--- config.mk ---
export PLATFORM = sky130hd
export DESIGN_NAME = hilo_mult_sequencer_flat
export DESIGN_NICKNAME = d
export VERILOG_FILES = /design/src/rtl/hilo_mult_sequencer_pkg.sv /design/src/rtl/hilo_mult_sequencer_if.sv /design/src/rtl/hilo_mult_sequencer_mult_step.sv /design/src/rtl/hilo_mult_sequencer.sv /design/src/flat_wrapper.sv
export SDC_FILE = /design/constraint.sdc
export NUM_CORES = 1
export LEC_CHECK = 0
export ABC_AREA = 1
export BUFFER_PORTS_ARGS = -buffer_cell sky130_fd_sc_hd__buf_2
export CAP_MARGIN = 20
export CORE_MARGIN = 3
export CORE_UTILIZATION = 50
export CTS_CLUSTER_SIZE = 8
export DETAILED_ROUTE_END_ITERATION = 8
export PLACE_DENSITY_LB_ADDON = 0.1
export SLEW_MARGIN = 20
export SYNTH_ARGS = -nofsm -noshare
export SYNTH_HDL_FRONTEND = slang
export SYNTH_SLANG_ARGS = --single-unit
--- constraint.sdc ---
create_clock -name clk -period 4.4 [get_ports clk]
set_input_delay 0.22 -clock clk [delete_from_list [all_inputs] [get_ports clk]]
set_output_delay 0.22 -clock clk [all_outputs]
set_load 0.005 [all_outputs]
--- src/rtl/hilo_mult_sequencer_pkg.sv ---
// Shared definitions for the HI/LO multiply sequencer: state encoding,
// default operand width and the decoder funct codes that drive it.
package hilo_mult_sequencer_pkg;

    localparam int DEFAULT_WIDTH = 32;

    typedef enum logic {
        IDLE = 1'b0,
        RUN  = 1'b1
    } state_t;

    localparam logic [5:0] FUNCT_MULTU = 6'b011001;
    localparam logic [5:0] FUNCT_MFHI  = 6'b010000;
    localparam logic [5:0] FUNCT_MFLO  = 6'b010010;

endpackage

--- src/rtl/hilo_mult_sequencer_if.sv ---
// Core-side bundle between the decoder/datapath and the HI/LO sequencer.
interface hilo_mult_sequencer_if
    import hilo_mult_sequencer_pkg::*;
#(
    parameter int WIDTH = DEFAULT_WIDTH
);

    logic             start;
    logic [WIDTH-1:0] srca;
    logic [WIDTH-1:0] srcb;
    logic             readhi;
    logic             readlo;
    logic             abort;
    logic             stall;
    logic             busy;
    logic             done;
    logic [WIDTH-1:0] hi;
    logic [WIDTH-1:0] lo;

    modport master (
        output start, srca, srcb, readhi, readlo, abort,
        input  stall, busy, done, hi, lo
    );

    modport slave (
        input  start, srca, srcb, readhi, readlo, abort,
        output stall, busy, done, hi, lo
    );

endinterface

--- src/rtl/hilo_mult_sequencer_mult_step.sv ---
// One shift-add step: conditionally add the multiplicand into the upper
// half (carry kept in the top bit), then shift the accumulator right by one.
module hilo_mult_sequencer_mult_step
    import hilo_mult_sequencer_pkg::*;
#(
    parameter int WIDTH = DEFAULT_WIDTH
) (
    input  logic [2*WIDTH:0] acc,
    input  logic [WIDTH-1:0] mcand,
    output logic [2*WIDTH:0] acc_next
);

    logic [WIDTH:0] upper_sum;

    always_comb begin
        upper_sum = acc[2*WIDTH:WIDTH] + (acc[0] ? {1'b0, mcand} : {(WIDTH+1){1'b0}});
        acc_next  = {1'b0, upper_sum, acc[WIDTH-1:1]};
    end

endmodule

--- src/rtl/hilo_mult_sequencer.sv ---
// Multi-cycle unsigned MULTU unit owning HI/LO; stalls mfhi/mflo/MULTU
// while a product is pending.
module hilo_mult_sequencer
    import hilo_mult_sequencer_pkg::*;
#(
    parameter int WIDTH = DEFAULT_WIDTH
) (
    input  logic                  clk,
    input  logic                  reset,
    hilo_mult_sequencer_if.slave  bus
);

    localparam int CW = (WIDTH > 1) ? $clog2(WIDTH) : 1;
    localparam logic [CW-1:0] LAST = CW'(WIDTH - 1);

    state_t           state;
    logic [WIDTH-1:0] mcand;
    logic [2*WIDTH:0] acc;
    logic [2*WIDTH:0] acc_next;
    logic [CW-1:0]    count;
    logic [WIDTH-1:0] hi_r;
    logic [WIDTH-1:0] lo_r;
    logic             done_r;

    hilo_mult_sequencer_mult_step #(
        .WIDTH (WIDTH)
    ) u_step (
        .acc      (acc),
        .mcand    (mcand),
        .acc_next (acc_next)
    );

    always_ff @(posedge clk or negedge reset) begin
        if (!reset) begin
            state  <= IDLE;
            mcand  <= '0;
            acc    <= '0;
            count  <= '0;
            hi_r   <= '0;
            lo_r   <= '0;
            done_r <= 1'b0;
        end else begin
            done_r <= 1'b0;
            case (state)
                IDLE: begin
                    if (bus.start) begin
                        mcand <= bus.srca;
                        acc   <= {{(WIDTH+1){1'b0}}, bus.srcb};
                        count <= '0;
                        state <= RUN;
                    end
                end
                RUN: begin
                    // abort wins over completion, so an aborted last step never writes HI/LO
                    if (bus.abort) begin
                        state <= IDLE;
                    end else begin
                        acc   <= acc_next;
                        count <= count + 1'b1;
                        if (count == LAST) begin
                            hi_r   <= acc_next[2*WIDTH-1:WIDTH];
                            lo_r   <= acc_next[WIDTH-1:0];
                            done_r <= 1'b1;
                            state  <= IDLE;
                        end
                    end
                end
            endcase
        end
    end

    assign bus.busy  = (state == RUN);
    assign bus.stall = bus.busy & (bus.start | bus.readhi | bus.readlo);
    assign bus.done  = done_r;
    assign bus.hi    = hi_r;
    assign bus.lo    = lo_r;

endmodule

--- src/flat_wrapper.sv ---
// flat-port wrapper written by rule: the top's interface ports become plain ports
module hilo_mult_sequencer_flat import hilo_mult_sequencer_pkg::*;
#(
    parameter int WIDTH = DEFAULT_WIDTH
)
  (clk, reset, bus_start, bus_srca, bus_srcb, bus_readhi, bus_readlo, bus_abort, bus_stall, bus_busy, bus_done, bus_hi, bus_lo);
  hilo_mult_sequencer_if #(.WIDTH(WIDTH)) bus_i ();
  input  logic clk;
  input  logic reset;
  input wire logic [$bits(bus_i.start)-1:0] bus_start;
  input wire logic [$bits(bus_i.srca)-1:0] bus_srca;
  input wire logic [$bits(bus_i.srcb)-1:0] bus_srcb;
  input wire logic [$bits(bus_i.readhi)-1:0] bus_readhi;
  input wire logic [$bits(bus_i.readlo)-1:0] bus_readlo;
  input wire logic [$bits(bus_i.abort)-1:0] bus_abort;
  output wire logic [$bits(bus_i.stall)-1:0] bus_stall;
  output wire logic [$bits(bus_i.busy)-1:0] bus_busy;
  output wire logic [$bits(bus_i.done)-1:0] bus_done;
  output wire logic [$bits(bus_i.hi)-1:0] bus_hi;
  output wire logic [$bits(bus_i.lo)-1:0] bus_lo;
  assign bus_i.start = bus_start;
  assign bus_i.srca = bus_srca;
  assign bus_i.srcb = bus_srcb;
  assign bus_i.readhi = bus_readhi;
  assign bus_i.readlo = bus_readlo;
  assign bus_i.abort = bus_abort;
  assign bus_stall = bus_i.stall;
  assign bus_busy = bus_i.busy;
  assign bus_done = bus_i.done;
  assign bus_hi = bus_i.hi;
  assign bus_lo = bus_i.lo;
  hilo_mult_sequencer #(.WIDTH(WIDTH)) u_core (.clk(clk), .reset(reset), .bus(bus_i));
endmodule
==> flow_metrics.env, run 1 <==
export IMPL_status="finished, final reports clean"
export IMPL_grt_pass1_vias=7624
export IMPL_grt_start_max_net_pins=87
export IMPL_yosys_area_share_adder_pct=4.86
export IMPL_core_um2=17600
export IMPL_synth_compound_area_share_pct=9.37
export IMPL_cts_hold_repair_buffers=1
export IMPL_tightest_slew_ps=901
export IMPL_post_cts_setup_buffer_count=0
export IMPL_final_cell_mix="nand2_1, inv_1, dfrtp_1"
export IMPL_ctsResizeCount=0
export IMPL_path_clk_slew_ps=70
export IMPL_skew_ps=9.20
export IMPL_setup_violations=0
export IMPL_finalCritPeriodShare_pct=63.2
export IMPL_ioPinCount=137
export IMPL_tns_ps=0
export IMPL_hp_class="in2reg"
export IMPL_synth_area_per_cell_um2=7.67
export IMPL_drtIter0Drc=473
export IMPL_avgRoutedWirePerCell_um=14.7
export IMPL_place_inst=1521
export IMPL_cp_arrival_ps=3150
export IMPL_grt_overflow_total=0
export IMPL_post_route_util_pct=60.1
export IMPL_die_area_um2=20000
export IMPL_rsz0062_at_grt="no"
export IMPL_die_h_um=141
export IMPL_maxCapViolCount=0
export IMPL_rows=48
export IMPL_cp_max_fo=18
export IMPL_power_leakage_nw=6.11
export IMPL_finalHoldViolations=0
export IMPL_synth_seq_cells=167
export IMPL_timing_hold_ws_ps=16.7
export IMPL_power_density_nw_per_um2=526
export IMPL_synth_simple_area_share_pct=25.2
export IMPL_yosysSeqAreaShare_pct=45.6
export IMPL_yosysTopAreaCell="dfrtp_1"
export IMPL_synthCells=1194
export IMPL_cts_path_max_buffers=2
export IMPL_n_antenna_cell=0
export IMPL_worstHoldStart="bus_srca[30]"
export IMPL_min_to="u_core.mcand[30]"
export IMPL_seqCellArea_um2=4180
export IMPL_relSlewSlack_pct=39.7
export IMPL_dieWidth_um=141
export IMPL_clockRootBuffer="clkbuf_16"
export IMPL_layout_drive_gt1_share_pct=16.6
export IMPL_synthTopCellsByArea="dfrtp_1, nand2_1, inv_1, ha_1, o21ai_0"
export IMPL_first_pass_iters=5
export IMPL_cts_tree="yes"
export IMPL_routabilityCongestion=0.964
export IMPL_wirelength_um=22800
export IMPL_cp_startpoint="u_core.acc[0]"
export IMPL_multiInputGateArea_um2=4090
export IMPL_drtAntennaViolNets=0
export IMPL_numCtsBuffers=17
export IMPL_rr_worst_depth=16
export IMPL_stdcell_count=1554
export IMPL_ys_types=36
export IMPL_synth_edff_count=0
export IMPL_syn2layout_area_growth_pct=15.5
export IMPL_layout_nets=1421
export IMPL_route_vias_total=7860
export IMPL_synth_xor_area_share_pct=1.24
export IMPL_synth_top_family_by_area="simple AND/OR/NAND/NOR gates"
export IMPL_drc_errors=0
export IMPL_synth_ff_type="dfrtp_1"
export IMPL_async_flop_share_pct=100
export IMPL_synth_nets=1299
export IMPL_vdd_drop_max_mv=0.493
export IMPL_hpwl_um=16400
export IMPL_reg2reg_from="u_core.acc[0]"
export IMPL_initial_core_util_pct=52.0
export IMPL_synthMuxAreaShare_pct=3.93
export IMPL_placed_cell_area_um2=9980
export IMPL_startpoint_type="flop"
export IMPL_crit_type="reg2reg"
export IMPL_r2r_end="u_core.bus.hi[31]"
export IMPL_whs_path_depth=2
export IMPL_yosys_warnings=0
export IMPL_fin_crit_ps=2780
export IMPL_vias_per_cell=5.06
export IMPL_finalMaxSlewViolations=0
export IMPL_r2r_slack_ps=1620
export IMPL_port_buffers=136
export IMPL_grt_usage_pct=23.5
export IMPL_cts_htree_levels=4
export IMPL_antenna_found_initial=1
export IMPL_grt_pass1_wl_um=37800
export IMPL_fin_area_um2=10600
export IMPL_critPathRequiredTime_ps=4770
export IMPL_worstSkewPairLatency_ps=430
export IMPL_fmaxAchievable_mhz=360
export IMPL_critPathCaptureType="flop"
export IMPL_syn_area_um2=9160
export IMPL_nFillCells=1654
export IMPL_layout_commonest_cell="nand2_1"
export IMPL_synth_top_area_share_pct=45.6
export IMPL_cts_sinks=167
## report_power, final
| part | leakage [nW] | total [mW] | switching [mW] | internal [mW] |
|---|---|---|---|---|
| combinational | 3.65 | 2.04 | 1.33 | 0.716 |
| sequential | 2.17 | 2.02 | 0.183 | 1.83 |
| clock | 0.291 | 1.51 | 0.688 | 0.821 |
## routing by layer
metal / vias to the layer above / part of all wire, % / global-route usage (%)
li1: 3982 / - / -
met1: 3612 / 47 / 32.8
met2: 235 / 44 / 36.7
met3: 29 / 6.6 / 5.46
met4: 2 / 1.7 / 6.78
met5: - / 0.031 / 0
## through the flow
stage	total power [mW]	setup WS, ps
after floorplan	3.52	2070
final	5.57	1620
after CTS	5.59	1640
after global routing	5.97	1420
after detailed placement	4.06	1680
after global placement	4.02	1760
## worst max-delay path, cell delays in order (launching register included)
cell and delay, ps:
dfrtp_1 760, nand2_1 110, inv_1 80, ha_1 180, inv_1 60, fa_1 400, inv_1 110, nand3_1 80
nand3_1 140, nand2_1 80, nand2_1 150, nand2_1 90, nand2_1 100, nand2_1 50, nand2_1 130, nand2_1 100
nand2_1 100
## synthesized netlist by cell type, types with 2 or more instances
cell / instances
mux2_2: 32
xor2_1: 3
inv_1: 181
inv_2: 2
nand2_2: 7
nand3b_1: 5
nor3_1: 5
ha_1: 34
nand3_1: 63
clkbuf_1: 20
o21ai_1: 5
dfrtp_1: 167
o21ai_0: 85
buf_6: 4
a21oi_1: 23
o21bai_1: 3
xnor2_1: 10
nand4_1: 4
nor2_1: 49
buf_2: 14
nand2_1: 432
o211ai_1: 31
a22o_1: 2
## state kept, by name (all words and copies together), names as in the netlist
name             count
u_core.bus.busy      1
u_core.count         5
u_core.mcand        32
u_core.bus.lo       32
u_core.bus.done      1
u_core.acc          64
u_core.bus.hi       32
## logic make-up after synthesis
| group | Yosys count |
|---|---|
| buf+inv | 224 |
| flops | 167 |
| simple gates | 571 |
| fa+ha+maj | 35 |
| compound gates | 152 |
| mux | 32 |
| xor+xnor | 13 |
## area by class of cell
class                           count  area share, %
Clock buffer                       18           4.15
Clock inverter                     14           1.48
Inverter                          184           6.55
Multi-Input combinational cell    803           38.6
Sequential cell                   167           39.5
Tap cell                          225           2.66
Timing Repair Buffer              143           7.01
## worst max-delay path by stage
stage	end	slack, ps	depth (start not counted)
after floorplan	u_core.acc[59]	2070	17
after global placement	u_core.bus.hi[27]	1760	15
after detailed placement	u_core.bus.hi[31]	1680	16
after CTS	u_core.bus.hi[31]	1640	16
after global routing	u_core.bus.hi[27]	1420	15
final	u_core.bus.hi[31]	1620	16
(Power assumes the default switching activity.)
==> run 2, diff against run 1 <==
clock period = 2.8 ns   (was 4.4 ns; I/O delays follow)
==> flow_metrics.env, run 2 (synthesis gave the netlist of run 1 again) <==
export IMPL_layout_drive_gt1_share_pct=16.0
export IMPL_grt_usage_pct=24.1
export IMPL_core_um2=17600
export IMPL_reg2reg_from="u_core.acc[0]"
export IMPL_p_int_mw=5.28
export IMPL_avgRoutedWirePerCell_um=14.3
export IMPL_crit_chain="buf_12 > nand2_1 > fa_1 > inv_1 > nand3_1 > nand3_1 > nand3_1 > nand3_1 > nand2_1 > nand2_1 > nand2_1 > nand3_1 > nand2_1"
export IMPL_initial_core_util_pct=52.0
export IMPL_cp_startpoint="u_core.acc[0]"
export IMPL_hpwl_um=16300
export IMPL_startpoint_type="flop"
export IMPL_power_density_nw_per_um2=775
export IMPL_n_antenna_cell=0
export IMPL_post_route_util_pct=64.1
export IMPL_vias_per_cell=4.94
export IMPL_p_clk_share_pct=26.6
export IMPL_clockRootBuffer="clkbuf_16"
export IMPL_grt_pass1_vias=7768
export IMPL_critPathCaptureType="flop"
export IMPL_tns_ps=0
export IMPL_tightest_slew_ps=723
export IMPL_path_clk_slew_ps=70
export IMPL_dieWidth_um=141
export IMPL_cts_hold_repair_buffers=65
export IMPL_pwr_share_seq_pct=35.9
export IMPL_power_leakage_nw=6.41
export IMPL_final_cell_mix="nand2_1, inv_1, dfrtp_1"
export IMPL_grt_overflow_total=0
export IMPL_drtAntennaViolNets=0
export IMPL_first_pass_iters=5
export IMPL_die_area_um2=20000
export IMPL_numCtsBuffers=17
export IMPL_slowest_delay_ps=460
export IMPL_routabilityCongestion=0.919
export IMPL_finalCritPeriodShare_pct=83.8
export IMPL_post_cts_setup_buffer_count=0
export IMPL_critPathRequiredTime_ps=3120
export IMPL_layout_commonest_cell="nand2_1"
export IMPL_die_h_um=141
export IMPL_syn2layout_area_growth_pct=23.2
export IMPL_rsz0062_at_grt="no"
export IMPL_cts_sinks=167
export IMPL_worstSkewPairLatency_ps=440
export IMPL_ioPinCount=137
export IMPL_dp_slack_ps=466
export IMPL_path_buf_inv=2
export IMPL_power_frac_comb_pct=37.5
export IMPL_cp_arrival_ps=2670
export IMPL_maxCapViolCount=0
export IMPL_hp_class="in2reg"
export IMPL_switching_share_pct=39.7
export IMPL_p_total_mw=8.75
export IMPL_fmaxAchievable_mhz=426
export IMPL_vdd_drop_max_mv=0.584
export IMPL_regMostFlops="u_core.acc"
export IMPL_cts_tree="yes"
export IMPL_cts_path_max_buffers=2
export IMPL_power_switching_mw=3.47
export IMPL_relSlewSlack_pct=51.7
export IMPL_drtIter0Drc=554
export IMPL_setup_ws_ps=453
export IMPL_r2r_slack_ps=450
export IMPL_skew_ps=11.0
export IMPL_route_vias_total=8007
export IMPL_finalHoldViolations=0
export IMPL_cpLargestDelayFamily="simple AND/OR/NAND/NOR gates"
export IMPL_timing_hold_ws_ps=60.8
export IMPL_largest_reg_flops=64
export IMPL_antenna_found_initial=0
export IMPL_cp_max_fo=32
export IMPL_slowest_stage="fa_1"
export IMPL_ctsResizeCount=0
export IMPL_finalMaxSlewViolations=0
export IMPL_worstHoldStart="bus_abort"
export IMPL_layout_nets=1488
export IMPL_drc_errors=0
export IMPL_grt_start_max_net_pins=80
export IMPL_status="finished, final reports clean"
export IMPL_rows=48
export IMPL_cts_htree_levels=4
export IMPL_port_buffers=136
export IMPL_wirelength_um=23100
export IMPL_crit_type="reg2reg"
export IMPL_fin_crit_ps=2350
export IMPL_grt_pass1_wl_um=38500
export IMPL_setup_violations=0
run 2: changes by cell type in the layout (fill, tap and decap cells not counted):
cell           previous run  this run
buf_12                    0         4
clkinv_2                  1         2
buf_4                     6         5
inv_8                     1         7
clkbuf_8                  1         0
inv_6                     7         2
bufinv_16                 1         0
dlygate4sd3_1             1        65
run 2: final cells by class:
class	instances	area [um2]
fillers	1561	6320
flip-flops and latches	167	4180
multi-input cells	803	4090
repair buffers	210	1460
inverters	184	693
clock buffers	17	425
well taps	225	282
clock inverters	15	155
run 2: routing by layer:
layer,up-vias,GRT usage [%],part of all wire [%]
li1,4123,-,-
met1,3672,32.9,48
met2,187,39.2,46
met3,25,5.66,5.0
met4,0,5.35,1.3
met5,-,0,0
run 2: final timing paths:
kind / endpoint / cells past startpoint
worst max-delay path: u_core.acc[59] / 13
worst min-delay path: u_core.count[0] / 4
worst max register to register: u_core.acc[59] / 13
worst min register to register: u_core.bus.hi[20] / 2
max in group asynchronous: u_core.mcand[28] / 3
min in group asynchronous: u_core.mcand[5] / 2
run 2: stage by stage:
step,cells,area (um2)
2_1_floorplan,1194,9160
3_3_place_gp,1524,10000
3_5_place_dp,1524,10000
4_1_cts,1621,11300
5_1_grt,1621,11300
6_report,1621,11300
run 2: power groups by stage:
stage	registers, mW	clock network [mW]	logic, mW
floorplan	3.09	0	2.44
global placement	3.17	0	3.15
detailed placement	3.17	0	3.19
CTS	3.14	2.38	3.28
global route	3.20	2.46	3.78
finish	3.14	2.33	3.28
run 2: worst register-to-register path, delay by kind of cell (launching register included):
kind,cells,cell delay (ps)
AND/OR/NAND/NOR,10,1070
adder cells (fa/ha/maj),1,460
flip-flops,1,390
buffers and inverters,2,320
